File: src/rtl/vga_timing_pkg.sv
// Shared constants, geometry helpers and sync bundle type for the VGA timing generator.
package vga_timing_pkg;

  // 640x480@60 raster with 25 MHz pixel clock derived from a 50 MHz board clock
  localparam int DEF_H_ACTIVE = 640;
  localparam int DEF_H_FP     = 16;
  localparam int DEF_H_SYNC   = 96;
  localparam int DEF_H_BP     = 48;
  localparam int DEF_V_ACTIVE = 480;
  localparam int DEF_V_FP     = 10;
  localparam int DEF_V_SYNC   = 2;
  localparam int DEF_V_BP     = 33;
  localparam int DEF_CLK_DIV  = 2;

  // Sync/blank bundle carried through the output delay line
  typedef struct packed {
    logic hs;
    logic vs;
    logic de;
  } vga_sync_t;

  function automatic int h_total(int act, int fp, int sync, int bp);
    return act + fp + sync + bp;
  endfunction

  function automatic int v_total(int act, int fp, int sync, int bp);
    return act + fp + sync + bp;
  endfunction

endpackage

File: src/rtl/vga_delay_line.sv
// DEPTH x WIDTH shift register advancing on shift_en; DEPTH=0 is a pass-through.
module vga_delay_line #(
  parameter int               DEPTH   = 1,
  parameter int               WIDTH   = 1,
  parameter logic [WIDTH-1:0] RST_VAL = '0
) (
  input  logic             clk,
  input  logic             rst,
  input  logic             shift_en,
  input  logic [WIDTH-1:0] din,
  output logic [WIDTH-1:0] dout
);

  generate
    if (DEPTH == 0) begin : g_bypass
      logic unused_bypass;
      assign unused_bypass = ^{clk, rst, shift_en};
      assign dout = din;
    end else begin : g_shift
      logic [DEPTH-1:0][WIDTH-1:0] stage_q, stage_d;

      // Next stage contents: move everything one slot along on shift_en
      always_comb begin
        stage_d = stage_q;
        if (shift_en) begin
          stage_d[0] = din;
          for (int i = 1; i < DEPTH; i++) stage_d[i] = stage_q[i-1];
        end
      end

      // Stage registers, every slot reloaded with the inactive value on reset
      always_ff @(posedge clk) begin
        if (rst) stage_q <= {DEPTH{RST_VAL}};
        else     stage_q <= stage_d;
      end

      assign dout = stage_q[DEPTH-1];
    end
  endgenerate

endmodule

File: src/rtl/vga_timing_gen.sv
// Parametrised VGA raster timing: pixel divider, x/y counters, raw sync and delayed sync/blank.
module vga_timing_gen
  import vga_timing_pkg::*;
#(
  parameter int   H_ACTIVE = DEF_H_ACTIVE,
  parameter int   H_FP     = DEF_H_FP,
  parameter int   H_SYNC   = DEF_H_SYNC,
  parameter int   H_BP     = DEF_H_BP,
  parameter int   V_ACTIVE = DEF_V_ACTIVE,
  parameter int   V_FP     = DEF_V_FP,
  parameter int   V_SYNC   = DEF_V_SYNC,
  parameter int   V_BP     = DEF_V_BP,
  parameter int   CLK_DIV  = DEF_CLK_DIV,
  parameter logic SYNC_POL = 1'b0,
  parameter int   PIPE_DLY = 1,
  localparam int  H_TOTAL  = h_total(H_ACTIVE, H_FP, H_SYNC, H_BP),
  localparam int  V_TOTAL  = v_total(V_ACTIVE, V_FP, V_SYNC, V_BP),
  localparam int  X_W      = $clog2(H_TOTAL),
  localparam int  Y_W      = $clog2(V_TOTAL)
) (
  input  logic           clk,
  input  logic           rst,
  input  logic           en,
  output logic           vga_clk,
  output logic           pix_tick,
  output logic [X_W-1:0] x_pixel,
  output logic [Y_W-1:0] y_pixel,
  output logic           active,
  output logic           line_end,
  output logic           frame_done,
  output logic           hsync,
  output logic           vsync,
  output logic           blank_n,
  output logic           sync_n
);

  localparam int DIV_W = (CLK_DIV > 1) ? $clog2(CLK_DIV) : 1;
  localparam logic [DIV_W-1:0] DIV_LAST = DIV_W'(CLK_DIV - 1);

  localparam logic [X_W-1:0] X_LAST = X_W'(H_TOTAL - 1);
  localparam logic [Y_W-1:0] Y_LAST = Y_W'(V_TOTAL - 1);

  // Boundaries one bit wider than the counters so a zero back porch cannot overflow
  localparam logic [X_W:0] X_ACT_END  = (X_W+1)'(H_ACTIVE);
  localparam logic [X_W:0] X_SYNC_BEG = (X_W+1)'(H_ACTIVE + H_FP);
  localparam logic [X_W:0] X_SYNC_END = (X_W+1)'(H_ACTIVE + H_FP + H_SYNC);
  localparam logic [Y_W:0] Y_ACT_END  = (Y_W+1)'(V_ACTIVE);
  localparam logic [Y_W:0] Y_SYNC_BEG = (Y_W+1)'(V_ACTIVE + V_FP);
  localparam logic [Y_W:0] Y_SYNC_END = (Y_W+1)'(V_ACTIVE + V_FP + V_SYNC);

  localparam vga_sync_t SYNC_IDLE = '{hs: ~SYNC_POL, vs: ~SYNC_POL, de: 1'b0};

  logic [DIV_W-1:0] div_cnt_q, div_cnt_d;
  logic             vga_clk_q, vga_clk_d;
  logic             pix_tick_q, pix_tick_d;
  logic [X_W-1:0]   x_q, x_d;
  logic [Y_W-1:0]   y_q, y_d;
  logic             active_q, active_d;
  logic             line_end_q, line_end_d;
  logic             frame_done_q, frame_done_d;
  vga_sync_t        raw_q, raw_d;
  vga_sync_t        dly_sync;
  logic             adv;
  logic             vga_clk_lvl;

  // The pixel advances on the clk whose divider count is the last of the period
  assign adv = en && (div_cnt_q == DIV_LAST);

  // DAC clock level from the upcoming divider count; tied low when clk is the pixel clock
  generate
    if (CLK_DIV > 1) begin : g_vclk
      localparam logic [DIV_W-1:0] DIV_HALF = DIV_W'(CLK_DIV / 2);
      assign vga_clk_lvl = (div_cnt_d >= DIV_HALF);
    end else begin : g_no_vclk
      assign vga_clk_lvl = 1'b0;
    end
  endgenerate

  // Divider, counters, event pulses and raw sync next-state
  always_comb begin
    div_cnt_d    = div_cnt_q;
    x_d          = x_q;
    y_d          = y_q;
    line_end_d   = 1'b0;
    frame_done_d = 1'b0;
    raw_d        = raw_q;

    if (en) div_cnt_d = (div_cnt_q == DIV_LAST) ? '0 : div_cnt_q + 1'b1;

    if (adv) begin
      if (x_q == X_LAST) begin
        x_d        = '0;
        line_end_d = 1'b1;
        if (y_q == Y_LAST) begin
          y_d          = '0;
          frame_done_d = 1'b1;
        end else begin
          y_d = y_q + 1'b1;
        end
      end else begin
        x_d = x_q + 1'b1;
      end
    end

    active_d   = ({1'b0, x_d} < X_ACT_END) && ({1'b0, y_d} < Y_ACT_END);
    vga_clk_d  = vga_clk_lvl;
    pix_tick_d = adv;

    // Raw sync/blank are sampled per pixel so blank stays low until the first tick after reset
    if (adv) begin
      raw_d.hs = (({1'b0, x_d} >= X_SYNC_BEG) && ({1'b0, x_d} < X_SYNC_END)) ? SYNC_POL : ~SYNC_POL;
      raw_d.vs = (({1'b0, y_d} >= Y_SYNC_BEG) && ({1'b0, y_d} < Y_SYNC_END)) ? SYNC_POL : ~SYNC_POL;
      raw_d.de = active_d;
    end
  end

  // State registers; reset restarts the raster at the visible origin
  always_ff @(posedge clk) begin
    if (rst) begin
      div_cnt_q    <= '0;
      vga_clk_q    <= 1'b0;
      pix_tick_q   <= 1'b0;
      x_q          <= '0;
      y_q          <= '0;
      active_q     <= 1'b1;
      line_end_q   <= 1'b0;
      frame_done_q <= 1'b0;
      raw_q        <= SYNC_IDLE;
    end else begin
      div_cnt_q    <= div_cnt_d;
      vga_clk_q    <= vga_clk_d;
      pix_tick_q   <= pix_tick_d;
      x_q          <= x_d;
      y_q          <= y_d;
      active_q     <= active_d;
      line_end_q   <= line_end_d;
      frame_done_q <= frame_done_d;
      raw_q        <= raw_d;
    end
  end

  vga_delay_line #(
    .DEPTH   (PIPE_DLY),
    .WIDTH   ($bits(vga_sync_t)),
    .RST_VAL (SYNC_IDLE)
  ) u_dly (
    .clk      (clk),
    .rst      (rst),
    .shift_en (adv),
    .din      (raw_q),
    .dout     (dly_sync)
  );

  assign vga_clk    = vga_clk_q;
  assign pix_tick   = pix_tick_q;
  assign x_pixel    = x_q;
  assign y_pixel    = y_q;
  assign active     = active_q;
  assign line_end   = line_end_q;
  assign frame_done = frame_done_q;
  assign hsync      = dly_sync.hs;
  assign vsync      = dly_sync.vs;
  assign blank_n    = dly_sync.de;
  assign sync_n     = 1'b0;

endmodule

File: config.mk
export PLATFORM = sky130hd
export DESIGN_NAME = vga_timing_gen
export DESIGN_NICKNAME = d
export VERILOG_FILES = /design/src/rtl/vga_timing_pkg.sv /design/src/rtl/vga_delay_line.sv /design/src/rtl/vga_timing_gen.sv
export SDC_FILE = /design/constraint.sdc
export NUM_CORES = 1
export LEC_CHECK = 0
export ABC_AREA = 1
export CORE_MARGIN = 4
export CORE_UTILIZATION = 49
export CTS_BUF_LIST = sky130_fd_sc_hd__clkbuf_4 sky130_fd_sc_hd__clkbuf_8
export DETAILED_ROUTE_END_ITERATION = 8
export GPL_TIMING_DRIVEN = 0
export PLACE_DENSITY = 0.79
export SLEW_MARGIN = 20
export SYNTH_ARGS = -nofsm -noshare
export SYNTH_HDL_FRONTEND = slang
export SYNTH_SLANG_ARGS = --single-unit
File: constraint.sdc
create_clock -name clk -period 2 [get_ports clk]
set_input_delay 0.5 -clock clk [delete_from_list [all_inputs] [get_ports clk]]
set_output_delay 0.5 -clock clk [all_outputs]
set_load 0.01 [all_outputs]
* Word level (Yosys, flattened, before mapping)
Cells that the tools add are included.
** Word-level totals
- Bits in registers :: 32
- Input bits :: 3
- Output and inout bits :: 29
** Operators by class
- $add $sub $neg :: 3
- Order comparisons :: 7
- Equality and inequality tests :: 2
- Mux-type cells :: 11
- Bitwise operators :: 2
- Reductions and logical operators :: 6
** Operators with widths (number)
- 10-bit two-way mux :: 5
- 10-bit by 1-bit adder with 10-bit output, second input constant :: 2
- 10-bit equality test, second input constant :: 2
- 10-bit less-than comparator, second input constant :: 2
- 10-bit by 9-bit less-than comparator with 1-bit output, second input constant :: 2
- 10-bit >= comparator, second input constant :: 1
- 10-bit by 9-bit >= comparator with 1-bit output, second input constant :: 1
- 1-bit two-way mux :: 6
- 1-bit logical AND :: 4
- 3-bit OR reduction :: 1
- 1-bit inverter :: 2
- 2-bit OR reduction :: 1
- 1-bit adder, second input constant :: 1
- 1-bit >= comparator, second input constant :: 1

* Depth between registers and ports, before layout
- Word-level depth :: 7
- Gate-level depth with buffers :: 14
- Gate-level depth less buffers :: 14

* Cells and area by module
From an unflattened synthesis, not the netlist that was laid out.
** Unflattened totals
- Cell total of the unflattened synthesis :: 276
- Area, all modules :: 1737.9 um^2
** By module, submodules not included
- vga_timing_gen :: instances 1, cells an instance 260, area an instance 1626.6 um^2
- vga_delay_line :: instances 1, cells an instance 16, area an instance 111.4 um^2

* Worst setup path after synthesis
OpenSTA, ideal clock, no wires.
- Path kind :: input-to-reg
- From :: input en
- To :: register raw_q[2] (netlist bit)
- Arrival time :: 1.693 ns
- Slack :: 0.192 ns
- Cell stages on the path :: 11
- Buffers on the path :: 0
- Cells stage by stage :: ha_1 inv_2 nor2_2 nand2_1 inv_1 nand2_1 xor2_1 nor3_1 nand3b_1 nand2_1 nand2_1
** On the way
- Cells in the longest elaborated chain, start to end :: 5
- Elaborated cells on any way between the ends :: 6
** RTL lines
- from (decl) :: RTL line vga_timing_gen.sv:23 : input logic en,
- 1-bit logical AND (*) :: RTL line vga_timing_gen.sv:67 : assign adv = en && (div_cnt_q == DIV_LAST);
- 10-bit two-way mux :: RTL line vga_timing_gen.sv:90 : if (adv) begin
- 10-bit >= comparator or 10-bit less-than comparator (tied branches) :: RTL line vga_timing_gen.sv:111 : raw_d.hs = (({1'b0, x_d} >= X_SYNC_BEG) && ({1'b0, x_d} < X_SYNC_END)) ? SYNC_POL : ~SYNC_POL;
- 1-bit logical AND :: RTL line vga_timing_gen.sv:111
- 1-bit two-way mux :: RTL line vga_timing_gen.sv:111
- to (signal assigned) :: RTL line vga_timing_gen.sv:138 : raw_q <= raw_d;
- to (decl) :: RTL line vga_timing_gen.sv:61 : vga_sync_t raw_q, raw_d;
Every way passes the cells marked *; elsewhere a longest branch is shown, timed or not.
A chain may end at the register's enable or synchronous reset.

* Worst setup path after layout
- From :: register x_q[0] (netlist: x_pixel[0])
- To :: register raw_q[1] (netlist bit)
** On the way
- Cells in the longest elaborated chain, start to end :: 6
- Elaborated cells on any way between the ends :: 7
** RTL lines
- from (decl) :: RTL line vga_timing_gen.sv:56 : logic [X_W-1:0] x_q, x_d;
- from (signal assigned) :: RTL line vga_timing_gen.sv:123 : x_q <= '0;
- from (signal assigned) :: RTL line vga_timing_gen.sv:133 : x_q <= x_d;
- 10-bit equality test (*) :: RTL line vga_timing_gen.sv:91 : if (x_q == X_LAST) begin
- 10-bit two-way mux (*) :: RTL line vga_timing_gen.sv:91
- 10-bit two-way mux (*) :: RTL line vga_timing_gen.sv:90
- 10-bit by 9-bit >= comparator with 1-bit output or 10-bit by 9-bit less-than comparator with 1-bit output (tied branches) :: RTL line vga_timing_gen.sv:112 : raw_d.vs = (({1'b0, y_d} >= Y_SYNC_BEG) && ({1'b0, y_d} < Y_SYNC_END)) ? SYNC_POL : ~SYNC_POL;
- 1-bit logical AND (*) :: RTL line vga_timing_gen.sv:112
- 1-bit two-way mux (*) :: RTL line vga_timing_gen.sv:112
Marked as above.

==> metrics <==
outcome finished, final reports clean; Leak Pwr 1.01 nW; Gate Count Post-Synth 270; Initial Util 51.2%; antenna-violating nets left 0; Reg power frac 57.9%; largest net degree at the start of global routing 12; first-pass GRT wire length 7.13 mm; worst-path maximum fanout 6; delay-heaviest family, CP simple AND/OR/NAND/NOR gates; sequential fraction of the synthesis area 35.8%; die area 4550 um^2; P&R area growth vs syn 30.2%; CTS H-tree lvls 2; flops & latches, synth 31; RSZ-0062 raised after global routing yes; worst-skew pair later-pin latency 340 ps; Final Hold Vio Count 0; post-synth top area cell dfxtp_1; initial antenna violation count 0; clk buf depth 2; switch share 27.0%; Slew Limit Headroom 66.0%; buffers plus inverters on the worst setup path 0; stages on the worst setup path 12; Hold WS 474 ps; R2R setup slack 120 ps; CTS tree yes; most used cell, CP nand2_1; Slowest-stage cell, CP dfxtp_2; Worst R2R End raw_q[1]; CTS Buf Count 5; DP Cell Count 345; initial DRC count 130; number of synthesized flops with an enable pin 0; Critical Path Start Type flip-flop; NetSw 0.298 mW; final std cells w/o fill 360; Root Buffer clkbuf_4; max-cap check violation count 0; CTS Hold Bufs 0; Gate power share 8.6%; final period utilization 93.9%; share of cells above drive strength 1 16.2%; crit-path cells ha_2 > nand2_2 > nor2_4 > nand3_4 > nor2_4 > nand4_1 > nand2_2 > nand2_1 > nor2_1 > nand3_1 > nand2_1 > nand2_1; Crit. Startpoint x_pixel[0]; # rows 21; DR vias 1760; # IOs 32; GRT overflow 0; Worst-Margin Slew 511 ps; Worst Hold Class reg2reg; Pre-antenna DRT Iters 5; Slew Viols, Final 0; Routed Wire Length 4.44 mm; fin crit period 1880 ps; post-synth cell types 28; total core area 3390 um^2; Pwr Density 489 nW/um^2; maximum clock rate 533 MHz; Critical Path End raw_q[1]; Peak VDD IR 418 uV; Worst EP arrival 2120 ps; GPL Wtd Cong 0.907; setup violators final 0; PortBufs 29; Post-Syn Area 1730 um^2; Via-to-Cell Ratio 4.89; Synth top cells by count nand2_1 (80), inv_1 (37), nor2_1 (32); Worst Path Required 2240 ps; Worst Setup End Kind flip-flop; vias in the first global route 1525; mean post-synth cell area 6.42 um^2; crit path kind reg2reg; ys async rst share 0%; gr usage total 21.1%; Mapped Nets 277; area share of the largest cell type after synthesis 35.8%; DP HPWL 3.23 mm; ant diodes 0; Placed Area 2080 um^2; fin area 2260 um^2; worst flop-to-flop path startpoint x_pixel[0]; slowest cell delay on critical path 360 ps; # nets final 320; FF-to-FF path depth 12; count leader, synth nand2_1; yosys warns 0; Die Span Y 67.5 um; clock share of power 33.5%; Pint 0.805 mW; WL/cell 12.3 um; Final Skew 10.5 ps; Synth area leaders dfxtp_1 (36%), nand2_1 (17%), inv_1 (8.0%); DR DRC count 0; Post-synth top flop dfxtp_1; Num Clock Sinks 31; Die X-Extent 67.5 um; clock transition at the registers of the reported paths 110 ps
[what timing repair did]
action / 4_1_cts / 5_1_grt
setup endpoints to repair: 7 / 5
pin swaps: 1 / 4
resized for setup: 4 / 18
cloned: 0 / 0
buffers inserted: 2 / 5
[routing by layer]
metal  track usage [%]  share of wire, %  up-vias
met1              30.8                47      778
met2              31.2                46       46
li1                  -                 -      925
met3              3.49               5.1       11
met4              6.84               2.1        0
met5                 0                 0        -
[power by group through the flow]
stage | logic (mW) | registers (mW) | clock network, mW
floorplan | 0.0444 | 0.656 | 0
global placement | 0.0823 | 0.652 | 0
detailed placement | 0.0838 | 0.652 | 0
CTS | 0.0895 | 0.640 | 0.372
global route | 0.105 | 0.641 | 0.403
finish | 0.0950 | 0.639 | 0.369
[cell type report]
type | count | area, um^2
sequential | 31 | 627
multi-input combinational | 192 | 978
inverter | 40 | 158
clock buffer | 5 | 37.5
fill | 316 | 1130
timing repair buffer | 36 | 345
buffer | 7 | 33.8
clock inverter | 3 | 20.0
tap | 46 | 57.6
[stage by stage]
stage / setup slack, ps / util, % / TNS (ps) / power (mW)
2_1_floorplan: 192 / - / 0 / 0.701
4_1_cts: 29.5 / 64.2 / 0 / 1.10
3_5_place_dp: -600 / 61.4 / -7860 / 0.736
5_1_grt: -14.7 / 66.6 / -14.7 / 1.15
6_report: 122 / 66.6 / 0 / 1.10
3_3_place_gp: -555 / 61.4 / -7280 / 0.735
[cell families (layout without fill, tap and decap cells)]
logic type	count (synthesis)	count (layout)	synth area share [%]
xor gates and xnor gates	5	5	2.53
adders and majority gates	4	4	2.89
and+or+nand+nor	165	165	42.7
DFF	31	31	35.8
other	1	1	0.216
buffers and inverters	47	91	10.8
AOI/OAI and AO/OA	17	17	5.05
[layout by cell type (no fill, tap or decap), types with 2 or more instances in the layout]
cell type and n:
nand2_1 77, inv_1 37, nor2_1 29, clkdlybuf4s50_1 28, dfxtp_1 26, nand3_1 25
a21oi_1 11, nor2_2 8, buf_4 8, nor3_1 7, nand2_2 6, nand4_1 5
clkbuf_4 5, dfxtp_2 5, o21ai_0 4, nor2_4 3, clkbuf_1 2, buf_2 2
nand3b_1 2, xor2_2 2, xnor2_1 2, ha_2 2, clkinvlp_4 2
[registers in the layout, summed over array words and instances, names as in the netlist]
| register | flops |
|---|---|
| x_pixel | 10 |
| pix_tick | 1 |
| active | 1 |
| u_dly.dout | 3 |
| div_cnt_q | 1 |
| y_pixel | 10 |
| line_end | 1 |
| frame_done | 1 |
| raw_q | 3 |
[worst min path at each step]
stage	from	endpoint	depth (start not counted)
after global routing	u_dly.dout[1]	u_dly.dout[1]	2
after floorplan	raw_q[1]	raw_q[1]	2
after CTS	raw_q[2]	raw_q[2]	2
after detailed placement	u_dly.dout[1]	u_dly.dout[1]	2
final	u_dly.dout[1]	u_dly.dout[1]	2
after global placement	u_dly.dout[1]	u_dly.dout[1]	2
[worst min-delay path: cells and delay by family, from the launching register on]
family | cells | cell delay (ps)
simple gates | 2 | 100
flops | 1 | 340
No activity file was read; power rests on OpenSTA's default activity.
